### config.mk
export PLATFORM = sky130hd
export DESIGN_NAME = bcd_result_recomplement
export DESIGN_NICKNAME = d
export VERILOG_FILES = /design/src/rtl/bcd_pkg.sv /design/src/rtl/bcd_digit_fix.sv /design/src/rtl/bcd_result_recomplement.sv
export SDC_FILE = /design/constraint.sdc
export NUM_CORES = 1
export LEC_CHECK = 0
export CAP_MARGIN = 0
export CORE_MARGIN = 4
export CORE_UTILIZATION = 55
export DETAILED_ROUTE_END_ITERATION = 16
export PLACE_DENSITY = 0.85
export SLEW_MARGIN = 25
export SYNTH_ARGS = -nofsm -noshare
export SYNTH_HDL_FRONTEND = slang
export SYNTH_SLANG_ARGS = --single-unit
### constraint.sdc
create_clock -name clk -period 6.9 [get_ports clk]
set_clock_uncertainty 0.15 [all_clocks]
set_input_delay 1.38 -clock clk [delete_from_list [all_inputs] [get_ports clk]]
set_output_delay 1.38 -clock clk [all_outputs]
set_load 0.005 [all_outputs]
### src/rtl/bcd_pkg.sv
// Shared types and constants for the BCD result recomplement stage.
// Digit type, decimal constants and the correction FSM state enum.
package bcd_pkg;

  typedef logic [3:0] bcd_digit_t;

  localparam bcd_digit_t BCD_NINE = 4'd9;
  localparam bcd_digit_t BCD_TEN  = 4'd10;

  typedef enum logic [1:0] {
    IDLE = 2'd0,
    RUN  = 2'd1,
    DONE = 2'd2
  } rc_state_t;

endpackage

### src/rtl/bcd_digit_fix.sv
// Combinational single-digit correction for the recomplement stage.
// Optional digit check built only with BCDRC_DIGIT_CHECK_EN.
module bcd_digit_fix
  import bcd_pkg::*;
(
  input  bcd_digit_t i_d,
  input  logic       i_c,
  input  logic       i_mode,
  input  logic       i_neg,
  output bcd_digit_t o_d,
  output logic       o_c,
  output logic       o_err
);

  logic [4:0] w_sum;
  logic       w_bad;

  assign w_sum = {1'b0, i_d} + {4'b0000, i_c};

`ifdef BCDRC_DIGIT_CHECK_EN
  assign w_bad = (i_d > BCD_NINE);
`else
  assign w_bad = 1'b0;
`endif

  assign o_err = w_bad;

  // Bad digits and add mode pass through; negatives take 9's complement.
  always_comb begin
    o_d = i_d;
    o_c = 1'b0;
    if (w_bad || !i_mode) begin
      o_d = i_d;
      o_c = 1'b0;
    end else if (i_neg) begin
      o_d = BCD_NINE - i_d;
    end else if (w_sum == {1'b0, BCD_TEN}) begin
      o_d = '0;
      o_c = 1'b1;
    end else begin
      o_d = w_sum[3:0];
    end
  end

endmodule

### src/rtl/bcd_result_recomplement.sv
// Digit-serial post-adder correction to signed-magnitude BCD.
// Digit range check enabled by defining BCDRC_DIGIT_CHECK_EN.
module bcd_result_recomplement
  import bcd_pkg::*;
#(
  parameter int DIGITS = 3
) (
  input  logic              clk,
  input  logic              rst,
  input  logic              in_valid,
  output logic              in_ready,
  input  logic              in_mode,
  input  logic [4*DIGITS-1:0] in_sum,
  input  logic              in_carry,
  output logic              out_valid,
  input  logic              out_ready,
  output logic [4*DIGITS-1:0] out_mag,
  output logic              out_sign,
  output logic              out_ovf,
  output logic              out_err
);

  localparam int W  = 4 * DIGITS;
  localparam int IW = (DIGITS > 1) ? $clog2(DIGITS) : 1;

  rc_state_t   r_state;
  logic [IW-1:0] r_idx;
  logic [W-1:0]  r_work;
  logic        r_mode;
  logic        r_cin;
  logic        r_c;
  logic        r_err;
  logic        r_in_ready;
  logic        r_out_valid;
  logic        r_sign;
  logic        r_ovf;

  bcd_digit_t  w_d;
  bcd_digit_t  w_dout;
  logic        w_cout;
  logic        w_err;
  logic        w_last;
  logic        w_zero;
  logic [W-1:0]  w_work_nxt;

  assign w_d    = r_work[{r_idx, 2'b00} +: 4];
  assign w_last = (r_idx == IW'(DIGITS - 1));
  assign w_zero = (w_work_nxt == '0);

  bcd_digit_fix u_fix (
    .i_d    (w_d),
    .i_c    (r_c),
    .i_mode (r_mode),
    .i_neg  (~r_cin),
    .o_d    (w_dout),
    .o_c    (w_cout),
    .o_err  (w_err)
  );

  // Working word with the current digit replaced by its corrected value.
  always_comb begin
    w_work_nxt = r_work;
    w_work_nxt[{r_idx, 2'b00} +: 4] = w_dout;
  end

  // Capture, per-digit processing and result hold.
  always_ff @(posedge clk) begin
    if (rst) begin
      r_state     <= IDLE;
      r_idx       <= '0;
      r_work      <= '0;
      r_mode      <= 1'b0;
      r_cin       <= 1'b0;
      r_c         <= 1'b0;
      r_err       <= 1'b0;
      r_in_ready  <= 1'b0;
      r_out_valid <= 1'b0;
      r_sign      <= 1'b0;
      r_ovf       <= 1'b0;
    end else begin
      unique case (r_state)
        IDLE: begin
          if (r_in_ready && in_valid) begin
            r_state    <= RUN;
            r_in_ready <= 1'b0;
            r_idx      <= '0;
            r_work     <= in_sum;
            r_mode     <= in_mode;
            r_cin      <= in_carry;
            r_c        <= in_mode & in_carry;
            r_err      <= 1'b0;
            r_sign     <= 1'b0;
            r_ovf      <= 1'b0;
          end else begin
            r_in_ready <= 1'b1;
          end
        end
        RUN: begin
          r_work <= w_work_nxt;
          r_c    <= w_cout;
          r_err  <= r_err | w_err;
          if (w_last) begin
            r_state     <= DONE;
            r_out_valid <= 1'b1;
            r_sign      <= r_mode & ~r_cin & ~w_zero;
            r_ovf       <= ~r_mode & r_cin;
          end else begin
            r_idx <= r_idx + IW'(1);
          end
        end
        DONE: begin
          if (out_ready) begin
            r_state     <= IDLE;
            r_out_valid <= 1'b0;
            r_in_ready  <= 1'b1;
          end
        end
        default: begin
          r_state <= IDLE;
        end
      endcase
    end
  end

  assign in_ready  = r_in_ready;
  assign out_valid = r_out_valid;
  assign out_mag   = r_work;
  assign out_sign  = r_sign;
  assign out_ovf   = r_ovf;
  assign out_err   = r_err;

endmodule

# --- After elaboration in Yosys (flattened, before gate mapping) ---
# Cells that the tools add are included.
op_classes:
  addsub: 4
  div: 0
  n_lt_le_gt_ge: 0
  n_bitwise: 7
  n_mul: 0
  muxes: 29
  reduce_logical: 13
  shift: 3
  eq_ne: 8
ops:
  columns: ["cell", "count"]
  rows:
  - ["one-hot mux 12 bit (2 select lines)", 1]
  - ["bitwise mux 12 bit", 1]
  - ["logical NOT 12 bit", 1]
  - ["2-to-1 mux 12 bit", 1]
  - ["2-to-1 mux 4 bit", 3]
  - ["AND reduction 3 bit", 4]
  - ["variable shift 4 x 6 -> 12 bit, first input constant", 1]
  - ["variable part select 12 x 5 -> 4 bit", 1]
  - ["variable part select 4 x 6 -> 12 bit", 1]
  - ["2-to-1 mux 1 bit", 11]
  - ["2-to-1 mux 2 bit", 5]
  - ["one-hot mux 1 bit (2 select lines)", 5]
  - ["inequality test 2 bit, second input constant", 4]
  - ["negation 4 -> 6 bit", 1]
  - ["one-hot mux 2 bit (3 select lines)", 1]
  - ["AND reduction 2 bit", 3]
  - ["nonzero test 2 bit", 3]
  - ["adder 4 x 1 -> 5 bit", 1]
  - ["== test 5 x 4 -> 1 bit, second input constant", 1]
  - ["AND 1 bit", 4]
  - ["== test 2 bit, second input constant", 2]
  - ["one-hot mux 2 bit (2 select lines)", 1]
  - ["subtractor 4 bit, first input constant", 1]
  - ["NOT 1 bit", 3]
  - ["4 further kinds", 4]
totals:
  out_inout_bits: 17
  ram_bits: 0
  elab_cells: 74
  inputBits: 18
  memories: 0
  latch_bits: 0
  regBits: 23
  rom_bits: 0

# --- Depth between registers and ports, before layout ---
# Gate-level depths: netlist (run 1).
depth:
  word_depth: 13
  mapped_depth: 12
  ltp_nobuf: 11

# --- Cells and area by module ---
# From an unflattened synthesis (run 1), not the netlist that was laid out.
unflattened:
  cells_unflattened: 199
  hier_area_um2: 1597.8
by_module_without_submodules:
  columns: ["mod", "seq_area_each_um2", "n_inst", "cells_each", "area_each_um2"]
  rows:
  - ["bcd_result_recomplement", 480.5, 1, 163, 1360.1]
  - ["bcd_digit_fix", 0.0, 1, 36, 237.7]

# --- Least setup slack after synthesis (run 1) ---
# Ideal clock, no wire load.
synth_path:
  path_kind: "register to register"
  start: "reg r_idx[0]"
  end: "reg r_sign (netlist: out_sign)"
  period_less_slack_ps: 2889
  setup_time_ps: 125
  stages_incl_launch_ff: 12
  required_ps: 6625
  t_arrival_ps: 2614
  path_buffers: 1
  setup_slack_ps: 4011
  path_cell_list: "dfxtp_1 buf_6 mux2_4 mux2_4 ha_1 and2_1 o22a_1 a2111oi_2 o31a_1 o22ai_2 nor3_1 a211oi_2"
synth_between:
  elab_chain_len: 13
  elab_cells_between_ends: 19
  cone_classes: "3 x add/sub; 3 x eq/ne; 3 x shift; 6 x mux; 2 x bitwise; 2 x reduce/logical"
synth_rtl:
  columns: ["element", "line", "rtl"]
  rows:
  - ["from (decl)", "bcd_result_recomplement.sv:27", "logic [IW-1:0] r_idx;"]
  - ["from (signal assigned)", "bcd_result_recomplement.sv:108", "r_idx <= r_idx + IW'(1);"]
  - ["variable part select 12 x 5 -> 4 bit", "bcd_result_recomplement.sv:46", "assign w_d = r_work[{r_idx, 2'b00} +: 4];"]
  - ["adder 4 x 1 -> 5 bit", "bcd_digit_fix.sv:18", "assign w_sum = {1'b0, i_d} + {4'b0000, i_c};"]
  - ["== test 5 x 4 -> 1 bit", "bcd_digit_fix.sv:37", "end else if (w_sum == {1'b0, BCD_TEN}) begin"]
  - ["2-to-1 mux 4 bit", "bcd_digit_fix.sv:37", null]
  - ["2-to-1 mux 4 bit", "bcd_digit_fix.sv:35", "end else if (i_neg) begin"]
  - ["2-to-1 mux 4 bit", "bcd_digit_fix.sv:32", "if (w_bad || !i_mode) begin"]
  - ["variable part select 4 x 6 -> 12 bit", "bcd_result_recomplement.sv:63", "w_work_nxt[{r_idx, 2'b00} +: 4] = w_dout;"]
  - ["bitwise mux 12 bit", "bcd_result_recomplement.sv:63", null]
  - ["logical NOT 12 bit", "bcd_result_recomplement.sv:48", "assign w_zero = (w_work_nxt == '0);"]
  - ["NOT 1 bit", "bcd_result_recomplement.sv:105", "r_sign <= r_mode & ~r_cin & ~w_zero;"]
  - ["AND 1 bit", "bcd_result_recomplement.sv:105", null]
  - ["2-to-1 mux 1 bit", "bcd_result_recomplement.sv:102", "if (w_last) begin"]
  - ["one-hot mux 1 bit (2 select lines)", "bcd_result_recomplement.sv:81", "unique case (r_state)"]
  - ["to (signal assigned)", "bcd_result_recomplement.sv:105", null]
  - ["to (decl)", "bcd_result_recomplement.sv:35", "logic r_sign;"]
# Parallel ways exist; a longest one is shown, timed or not. The select of a mux whose other input is x is not followed.
# A chain may end at the register's enable or synchronous reset.

# --- Worst setup path in the final report (run 1) ---
# Same ends and word-level chain as after synthesis.

==> metrics, run 1 <==
outcome=complete, no violations; die span in x=63.93 um; Fill cells=269; cell mode on critical path=mux2_4; Post-Syn Instances=226; Worst path max stage delay=780 ps; post-DR vias/cell=6.054; I/O pin count=35; antenna violations before repair=0; period utilization=50.44%; die area=0.004087 mm^2; Layout area overhead=20.80%; cell taking the most area after synthesis=dfxtp_1; Fin Setup TNS=0 ps; kind of critical path=reg -> reg; CTS tree=yes; # port buffers=33; unrepaired setup endpoints after global routing=no; most frequent cells in the layout=clkdlybuf4s50_1 (33), nand2_1 (25), a21oi_1 (25); Hold Startpoint=out_ovf; Final ANT Viol Nets=0; Startpoint Class=flop; sequential share of the synthesized area=26.76%; vias in the first global route=1719; CP arrival=3520 ps; Non-Filler Instances=295; Worst Setup End Kind=flop; Rows=20; ratio of cells with drive above 1 in the final layout=6.375%; Avg Cell Area, Syn=7.612 um^2; IR drop worst, VDD=110.3 uV; Least-Margin Pin Slew=922.1 ps; Yosys reg bits=23; CTS max path bufs=2; Yosys cell types=47; final instance area=0.002078 mm^2; cts hold-fix bufs=0; Final HPWL DP=3477 um; Yosys warnings=0; Yosys top cell area share=26.76%; largest net degree at the start of global routing=24; H-tree lvl count=1; CTS Buf Count=3; core area=0.003028 mm^2; Detailed Route WL=4697 um; f_max=287.3 MHz; Final min period=3480 ps; vias=1786; Top FF cell, synth=dfxtp_1; die height=63.93 um; ys async rst share=0%; Crit path buffers/inverters=0; dpl cells=291; CP top delay family=compound AO/OA/AOI/OAI gates; data required time of the worst path=6940 ps; Resize count post-CTS=0; Final Max Tran Viols=0; # setup viols final=0; Pre-antenna DRT Iters=5; fin util=68.64%; worst r2r src=r_idx[0]; crit path from=r_idx[0]; nets=278; DR iter-0 viols=154; maxcap violations=0; DRC=0; most common cell after layout, fill and taps aside=clkdlybuf4s50_1; worst min path class=reg -> reg; # clock sinks=23; Clock Latency Late Sink=320 ps; Slew headroom=38.40%; Slowest-stage cell, CP=dfxtp_1; Clock Root Buffer=clkbuf_4; drt wl/cell=15.92 um; post-CTS setup buffers=0; GRT Resource Usage Total=23.64%; Critical Path, Cell by Cell=mux2_4 -> mux2_4 -> ha_1 -> and2_1 -> o22a_1 -> a2111oi_2 -> o31a_1 -> o22ai_2 -> nor3_1 -> a211oi_2; routability cong.=1.007; Syn Nets=252; area of the mapped netlist=0.001720 mm^2; Reg clk slew, reported paths=130 ps; synth top area cells=dfxtp_1 (27%), a21oi_1 (7.3%), ha_1 (5.8%), nand2_1 (5.5%), a22oi_1 (4.8%); Lkg Pwr=0.0006963 uW; final hold vios=0; Overflow after GRT=0; area post-placement=0.002052 mm^2; # diodes=0; first-pass GRT wire length=7817 um; PwrDens=154.1 mW/mm^2; number of synthesized flops with an enable pin=0; Initial Utilization=56.82%; CP max FO=17
==> final cells by class <==
| type | count | area [um^2] | area share, % |
|---|---|---|---|
| flip-flops and latches | 23 | 460.4 | 22.16 |
| inverters | 12 | 45.04 | 2.167 |
| multi-input cells | 178 | 1154 | 55.51 |
| well taps | 44 | 55.05 | 2.649 |
| clock buffers | 4 | 26.28 | 1.264 |
| repair buffers | 34 | 337.8 | 16.26 |
==> registers in the layout (all words and copies together), names as in the netlist <==
name and count:
out_valid 1, out_sign 1, out_ovf 1, r_c 1, r_state 2, r_mode 1, out_mag 12, r_cin 1
in_ready 1, r_idx 2
==> final timing paths <==
check                                 to  depth (start not counted)  slack [ps]
worst max register to register  out_sign                         10        3420
worst min register to register   out_ovf                          2         320
worst min-delay path             out_ovf                          2         320
worst max-delay path            out_sign                         10        3420
==> synthesized netlist by cell type (2+ instances only) <==
| cell | instances |
|---|---|
| clkbuf_1 | 10 |
| dfxtp_1 | 23 |
| or2_2 | 2 |
| o22ai_1 | 8 |
| nand3b_1 | 3 |
| a221oi_1 | 2 |
| a211oi_1 | 2 |
| o21a_1 | 2 |
| o21ai_0 | 8 |
| a21o_1 | 2 |
| o221ai_1 | 2 |
| nor2b_1 | 7 |
| a22oi_1 | 11 |
| a21oi_1 | 25 |
| inv_1 | 12 |
| nor2_1 | 22 |
| mux2_4 | 3 |
| nand2_1 | 25 |
| nand2b_1 | 5 |
| nor3_1 | 6 |
| o211ai_1 | 3 |
| o22ai_2 | 3 |
| nand3_1 | 4 |
| ha_1 | 8 |
| mux2i_1 | 6 |
==> layer usage <==
layer	vias to the layer above	track usage (%)	part of all wire [%]
li1	875	-	-
met1	829	31.93	46
met2	75	39.10	47
met3	7	2.812	5.6
met4	0	7.278	1.2
met5	-	0	0
==> per-stage QoR <==
step           total power (uW)  hold WS, ps  setup WS (ps)
2_1_floorplan             220.1        298.2           4011
3_3_place_gp              253.8        289.1           3480
3_5_place_dp              254.6        305.9           3416
4_1_cts                   318.0        323.6           3479
5_1_grt                   335.5        333.5           3247
6_report                  320.3        322.0           3420
==> worst min-delay path, cell delays in order, from the launching register on <==
cell and delay [ps]:
dfxtp_1 330, nand2_1 50, a21oi_1 50
==> kinds of logic (layout without fill, tap and decap cells) <==
kind of cell    Yosys count  after routing  synth area share (%)
compound gates           79             79                 31.20
fa+ha+maj                 8              8                 5.818
buf+inv                  25             50                 6.182
flops                    23             23                 26.76
mux                       9              9                 6.109
other cells               1              1                0.2180
simple gates             81             81                 23.71
==> where the power goes <==
part	internal, uW	switching (uW)	total [uW]	leakage (uW)
registers	140	12.3	152	0.000187
logic	49.2	52.9	102	0.000494
clock network	22.7	43.0	65.7	0.0000150
total	212	108	320	0.000696
(Power assumes the default switching activity.)
==> run 2, diff against run 1 <==
- CORE_UTILIZATION: 55 -> 51
- PLACE_DENSITY: 0.85 -> 0.79
- clock period: 6.9 -> 3.3 ns (I/O delays scaled with it)
==> metrics, run 2 (same netlist as run 1, synthesis figures left out) <==
Slew headroom=40.62% (+2.2 points); reg2reg setup slack=260 ps (-3160 ps); Rows=20 (unchanged); die height=66.08 um (+3.4%); H-tree lvl count=1 (unchanged); vias in the first global route=1627 (-5.4%); most common cell after layout, fill and taps aside=clkdlybuf4s50_1; antenna violations before repair=0 (unchanged); Reg clk slew, reported paths=150 ps (+20 ps); # clock sinks=23 (unchanged); DR iter-0 viols=164 (+6.5%); Crit path buffers/inverters=1 (+1); DRT met1 WL=2334 um (+8.0%); number of flip-flops in the largest register=12 (unchanged); DRC=0 (unchanged); Non-Filler Instances=298 (+1.0%); die span in x=66.08 um (+3.4%); Layout area overhead=22.33%; Final HPWL DP=3669 um (+5.5%); Critical Path, Cell by Cell=buf_4 -> nor2b_1 -> mux2_4 -> ha_1 -> and2_1 -> o22a_1 -> a2111oi_2 -> o31a_1 -> o22ai_2 -> nor3_1 -> a211oi_2; unrepaired setup endpoints after global routing=no; ratio of cells with drive above 1 in the final layout=7.874% (+1.5 points); die area=0.004367 mm^2 (+6.8%); worst min path class=reg -> reg; nets=281 (+1.1%); routability cong.=0.9676 (-3.9%); CTS tree=yes; core area=0.003128 mm^2 (+3.3%); worst r2r src=r_idx[0]; # diodes=0 (unchanged); Worst path max stage delay=410 ps (-370 ps); Pre-antenna DRT Iters=4 (-1); Clock Latency Late Sink=330 ps (about the same); Fin Setup TNS=0 ps (unchanged); cts hold-fix bufs=0 (unchanged); vias=1780 (-0.34%); top sig layer=met4; GRT Resource Usage Total=23.77% (+0.13 points); most frequent cells in the layout=clkdlybuf4s50_1 (33), nand2_1 (25), a21oi_1 (25); first-pass GRT wire length=8066 um (+3.2%); Resize count post-CTS=0 (unchanged); Slowest-stage cell, CP=dfxtp_1; final hold slack=317.4 ps (-4.585 ps); CP max FO=15 (-2); dpl cells=294 (+1.0%); critical path depth in cells=11 (+1); CP arrival=3080 ps (-440 ps); met3 wire length=277 um (+5.3%); Detailed Route WL=4863 um (+3.5%); post-CTS setup buffers=0 (unchanged); crit path capture=out_sign; crit path from=r_idx[0]; CTS Buf Count=3 (unchanged); drt wl/cell=16.32 um (+2.5%); period utilization=92.07% (+42 points); Lkg Pwr=0.0007113 uW (+2.2%); R2R cell count=11 (+1); Least-Margin Pin Slew=887.9 ps (-34.28 ps); post-DR vias/cell=5.973 (-1.3%); outcome=complete, no violations; final hold vios=0 (unchanged); Hold Startpoint=out_ovf; maxcap violations=0 (unchanged); met2 routed WL=2189 um (-1.3%); PwrDens=324.1 mW/mm^2 (+110%); CTS max path bufs=2 (unchanged); FF-to-FF End=out_sign; # port buffers=33 (unchanged); Fill cells=290 (+7.8%); kind of critical path=reg -> reg; fin util=67.28% (-1.4 points); # setup viols final=0 (unchanged); IR drop worst, VDD=217.7 uV (+97%); CP top delay family=compound AO/OA/AOI/OAI gates; data required time of the worst path=3340 ps (-3600 ps); Startpoint Class=flop; Final min period=3038 ps (-442.1 ps); Final ANT Viol Nets=0 (unchanged); Overflow after GRT=0 (unchanged); Worst Setup End Kind=flop; Final Max Tran Viols=0 (unchanged); largest net degree at the start of global routing=24 (unchanged); Clock Root Buffer=clkbuf_4; Initial Utilization=55.00% (-1.8 points); f_max=329.1 MHz (+15%); I/O pin count=35 (unchanged)
## run 2: cell types whose count changed in the layout (fill, tap and decap cells not counted), sizes merged
cell / change
clkbuf: -1
clkinvlp: +1
buf: +3
## run 2: final cells by class
class / count / area, um^2 / share of cell area [%]
Multi-Input combinational cell: 178 / 1154 / 54.82
Clock inverter: 1 / 7.507 / 0.3567
Inverter: 12 / 45.04 / 2.140
Sequential cell: 23 / 460.4 / 21.88
Tap cell: 44 / 55.05 / 2.616
Timing Repair Buffer: 37 / 360.3 / 17.12
Clock buffer: 3 / 22.52 / 1.070
## run 2: worst register-to-register path, stage by stage, from the launching register on
cell,delay [ps]
dfxtp_1,410
buf_4,230
nor2b_1,110
mux2_4,320
ha_1,210
and2_1,190
o22a_1,240
a2111oi_2,350
o31a_1,260
o22ai_2,110
nor3_1,220
a211oi_2,90
## run 2: worst min-delay path by stage
stage,end,slack [ps],cells past startpoint
2_1_floorplan,out_ovf,300,2
3_3_place_gp,out_ovf,290,2
3_5_place_dp,out_ovf,300,2
4_1_cts,out_ovf,320,2
5_1_grt,out_ovf,340,2
6_report,out_ovf,320,2
## run 2: layer usage
| metal | GRT usage (%) | vias to the layer above |
|---|---|---|
| met5 | 0 | - |
| met4 | 5.838 | 0 |
| met3 | 3.571 | 7 |
| met2 | 36.56 | 66 |
| met1 | 34.47 | 831 |
| li1 | - | 876 |
## run 2: through the flow
stage	area [um^2]	power (uW)	worst slack, ps
4_1_cts	2105	680.9	264.8
3_3_place_gp	2074	536.6	330.9
3_5_place_dp	2074	538.5	296.9
5_1_grt	2105	718.1	18.27
6_report	2105	682.0	261.8
2_1_floorplan	1720	460.3	410.8
## run 2: power by group
part | internal (uW) | switching (uW) | leakage (uW)
sequential | 293 | 20.9 | 0.000187
clock | 46.5 | 99.0 | 0.0000139
combinational | 105 | 117 | 0.000510
==> run 3, diff against run 2 <==
- ABC_AREA: unset -> 1
- CELL_PAD_IN_SITES_DETAIL_PLACEMENT: unset -> 0
- CELL_PAD_IN_SITES_GLOBAL_PLACEMENT: unset -> 1
- CORE_UTILIZATION: 51 -> 36
- PLACE_DENSITY: 0.79 -> unset
- PLACE_DENSITY_LB_ADDON: unset -> 0.1
==> metrics, run 3 <==
Yosys warnings=0 (unchanged); DR iter-0 viols=89 (-46%); Detailed Route WL=4747 um (-2.4%); number of synthesized flops with an enable pin=0 (unchanged); DRC=0 (unchanged); Post-synth top cells=nand2_1 (72), inv_1 (28), nor2_1 (26); Worst path max stage delay=570 ps (+160 ps); ratio of cells with drive above 1 in the final layout=12.20% (+4.3 points); Yosys reg bits=23 (unchanged); maxcap violations=0 (unchanged); Slowest-stage cell, CP=dfxtp_1; Layout area overhead=24.59%; synth top area cells=dfxtp_1 (27%), nand2_1 (16%), inv_1 (6.2%), ha_1 (5.9%), nor2_1 (5.8%); outcome=complete, no violations; Yosys top cell area share=27.34% (+0.58 points); Avg Cell Area, Syn=6.630 um^2 (-13%); CP max FO=13 (-2); unrepaired setup endpoints after global routing=no; # clock sinks=23 (unchanged); nets=314 (+12%); Clock Latency Late Sink=270 ps (-60 ps); Final Max Tran Viols=0 (unchanged); count leader, synth=nand2_1; Yosys cell types=36 (-23%); most frequent cells in the layout=nand2_1 (72), clkdlybuf4s50_1 (33), inv_1 (28); CTS tree=yes; Final HPWL DP=3777 um (+3.0%); cell taking the most area after synthesis=dfxtp_1; cell mode on critical path=nand2_1; Clock Root Buffer=clkbuf_8; Overflow after GRT=0 (unchanged); ys async rst share=0% (unchanged); H-tree lvl count=1 (unchanged); CTS Buf Count=3 (unchanged); antenna violations before repair=0 (unchanged); area of the mapped netlist=0.001684 mm^2 (-2.1%); GRT Resource Usage Total=16.90% (-6.9 points); Pwr Total=751.8 uW (+10%); worst min path class=reg -> reg; CP arrival=2830 ps (-250 ps); f_max=355.7 MHz (+8.1%); Startpoint Class=flop; Pre-antenna DRT Iters=4 (unchanged); I/O pin count=35 (unchanged); largest net degree at the start of global routing=18 (-25%); die height=76.40 um (+16%); Reg clk slew, reported paths=90 ps (-60 ps); Final min period=2811 ps (-227.3 ps); final instance area=0.002098 mm^2 (-0.30%); period utilization=85.18% (-6.9 points); most common cell after layout, fill and taps aside=nand2_1; sequential share of the synthesized area=27.34% (+0.58 points); Least-Margin Pin Slew=624.9 ps (-263.0 ps); CTS max path bufs=2 (unchanged); Initial Utilization=37.89% (-17 points); data required time of the worst path=3320 ps (-20 ps); vias in the first global route=1605 (-1.4%); kind of critical path=reg -> reg; number of flip-flops in the largest register=12 (unchanged); Worst Setup End Kind=flop; die area=0.005836 mm^2 (+34%); first-pass GRT wire length=8031 um (-0.43%); routability cong.=0.9187 (-5.1%); Syn Nets=280 (+11%); PwrDens=358.3 mW/mm^2 (+11%); Rows=24 (+20%); cts hold-fix bufs=0 (unchanged); Resize count post-CTS=0 (unchanged); Critical Path, Cell by Cell=inv_4 -> nand2_1 -> nand2_1 -> nand3_1 -> inv_1 -> ha_1 -> ha_1 -> inv_1 -> nand3_4 -> nand2_1 -> nand2_1 -> nand4_1 -> nand2_1 -> nor2_1 -> nand3_1 -> nor2_1 -> nand3_1 -> nand2_1 -> a21oi_2; core area=0.004444 mm^2 (+42%); Top FF cell, synth=dfxtp_1; drt wl/cell=14.00 um (-14%); Fin Setup TNS=0 ps (unchanged); post-CTS setup buffers=0 (unchanged); # diodes=0 (unchanged); Fill cells=491 (+69%); die span in x=76.40 um (+16%); # setup viols final=0 (unchanged); Slew headroom=58.02% (+17 points); post-DR vias/cell=4.947 (-17%); area post-placement=0.002049 mm^2 (-1.2%); final hold vios=0 (unchanged); Lkg Pwr=0.0008738 uW (+23%); vias=1677 (-5.8%); # port buffers=33 (unchanged); Post-Syn Instances=254 (+12%); Final ANT Viol Nets=0 (unchanged); IR drop worst, VDD=238.7 uV (+9.7%)
-- run 3: cell count changes in the layout (fill, tap and decap cells not counted), sizes merged, moves of 11 or more --
| cell | previous run | this run |
|---|---|---|
| a22oi | 11 | 0 |
| nand3 | 4 | 25 |
| a21oi | 25 | 12 |
| o22ai | 11 | 0 |
| nand2 | 25 | 81 |
| inv | 12 | 31 |
-- run 3: routing by layer --
| metal | global-route usage [%] | wire [um] |
|---|---|---|
| met1 | 24.32 | 2326 |
| met2 | 26.54 | 2140 |
| met3 | 3.191 | 253 |
| met4 | 2.717 | 27 |
| met5 | 0 | 0 |
-- run 3: logic make-up (layout without fill, tap and decap cells) --
group                    after synthesis  after routing  synth area share [%]
other                                  1              1                0.2227
AO/OA/AOI/OAI                         38             38                 14.49
adder cells (fa/ha/maj)                8              8                 5.944
AND/OR/NAND/NOR                      144            144                 41.16
flip-flops                            23             23                 27.34
buffers and inverters                 40             73                 10.85
-- run 3: stage by stage --
step | hold WS (ps) | utilization [%] | std cells | setup slack [ps]
4_1_cts | 321.8 | 47.21 | 339 | 497.1
3_3_place_gp | 305.9 | 46.11 | 335 | 549.3
2_1_floorplan | 306.1 | - | 254 | 823.1
6_report | 317.8 | 47.21 | 339 | 489.0
5_1_grt | 344.5 | 47.21 | 339 | 239.7
3_5_place_dp | 305.2 | 46.11 | 335 | 519.3
-- run 3: where the power goes --
group	switching, uW	internal (uW)
combinational	147	103
clock	101	85.6
sequential	19.7	295
-- run 3: path summary, 6_finish.rpt --
path                            startpoint         to  slack [ps]  cells after the start
worst max-delay path              r_idx[0]   out_sign         490                     19
worst min-delay path             out_valid  out_valid         320                      2
worst max register to register    r_idx[0]   out_sign         490                     19
worst min register to register   out_valid  out_valid         320                      2
-- run 3: final cells by class --
class,count,area [um^2],share of cell area (%)
Clock buffer,3,41.29,1.968
Clock inverter,1,7.507,0.3578
Inverter,32,122.6,5.844
Multi-Input combinational cell,191,1041,49.61
Sequential cell,23,460.4,21.94
Tap cell,52,65.06,3.101
Timing Repair Buffer,37,360.3,17.17
-- run 3: critical path: cells and delay by family, from the launching register on --
family                   cells  cell delay [ps]
AND/OR/NAND/NOR             13             1230
adder cells (fa/ha/maj)      2              400
flip-flops                   1              570
AO/OA/AOI/OAI                1               50
buffers and inverters        3              320
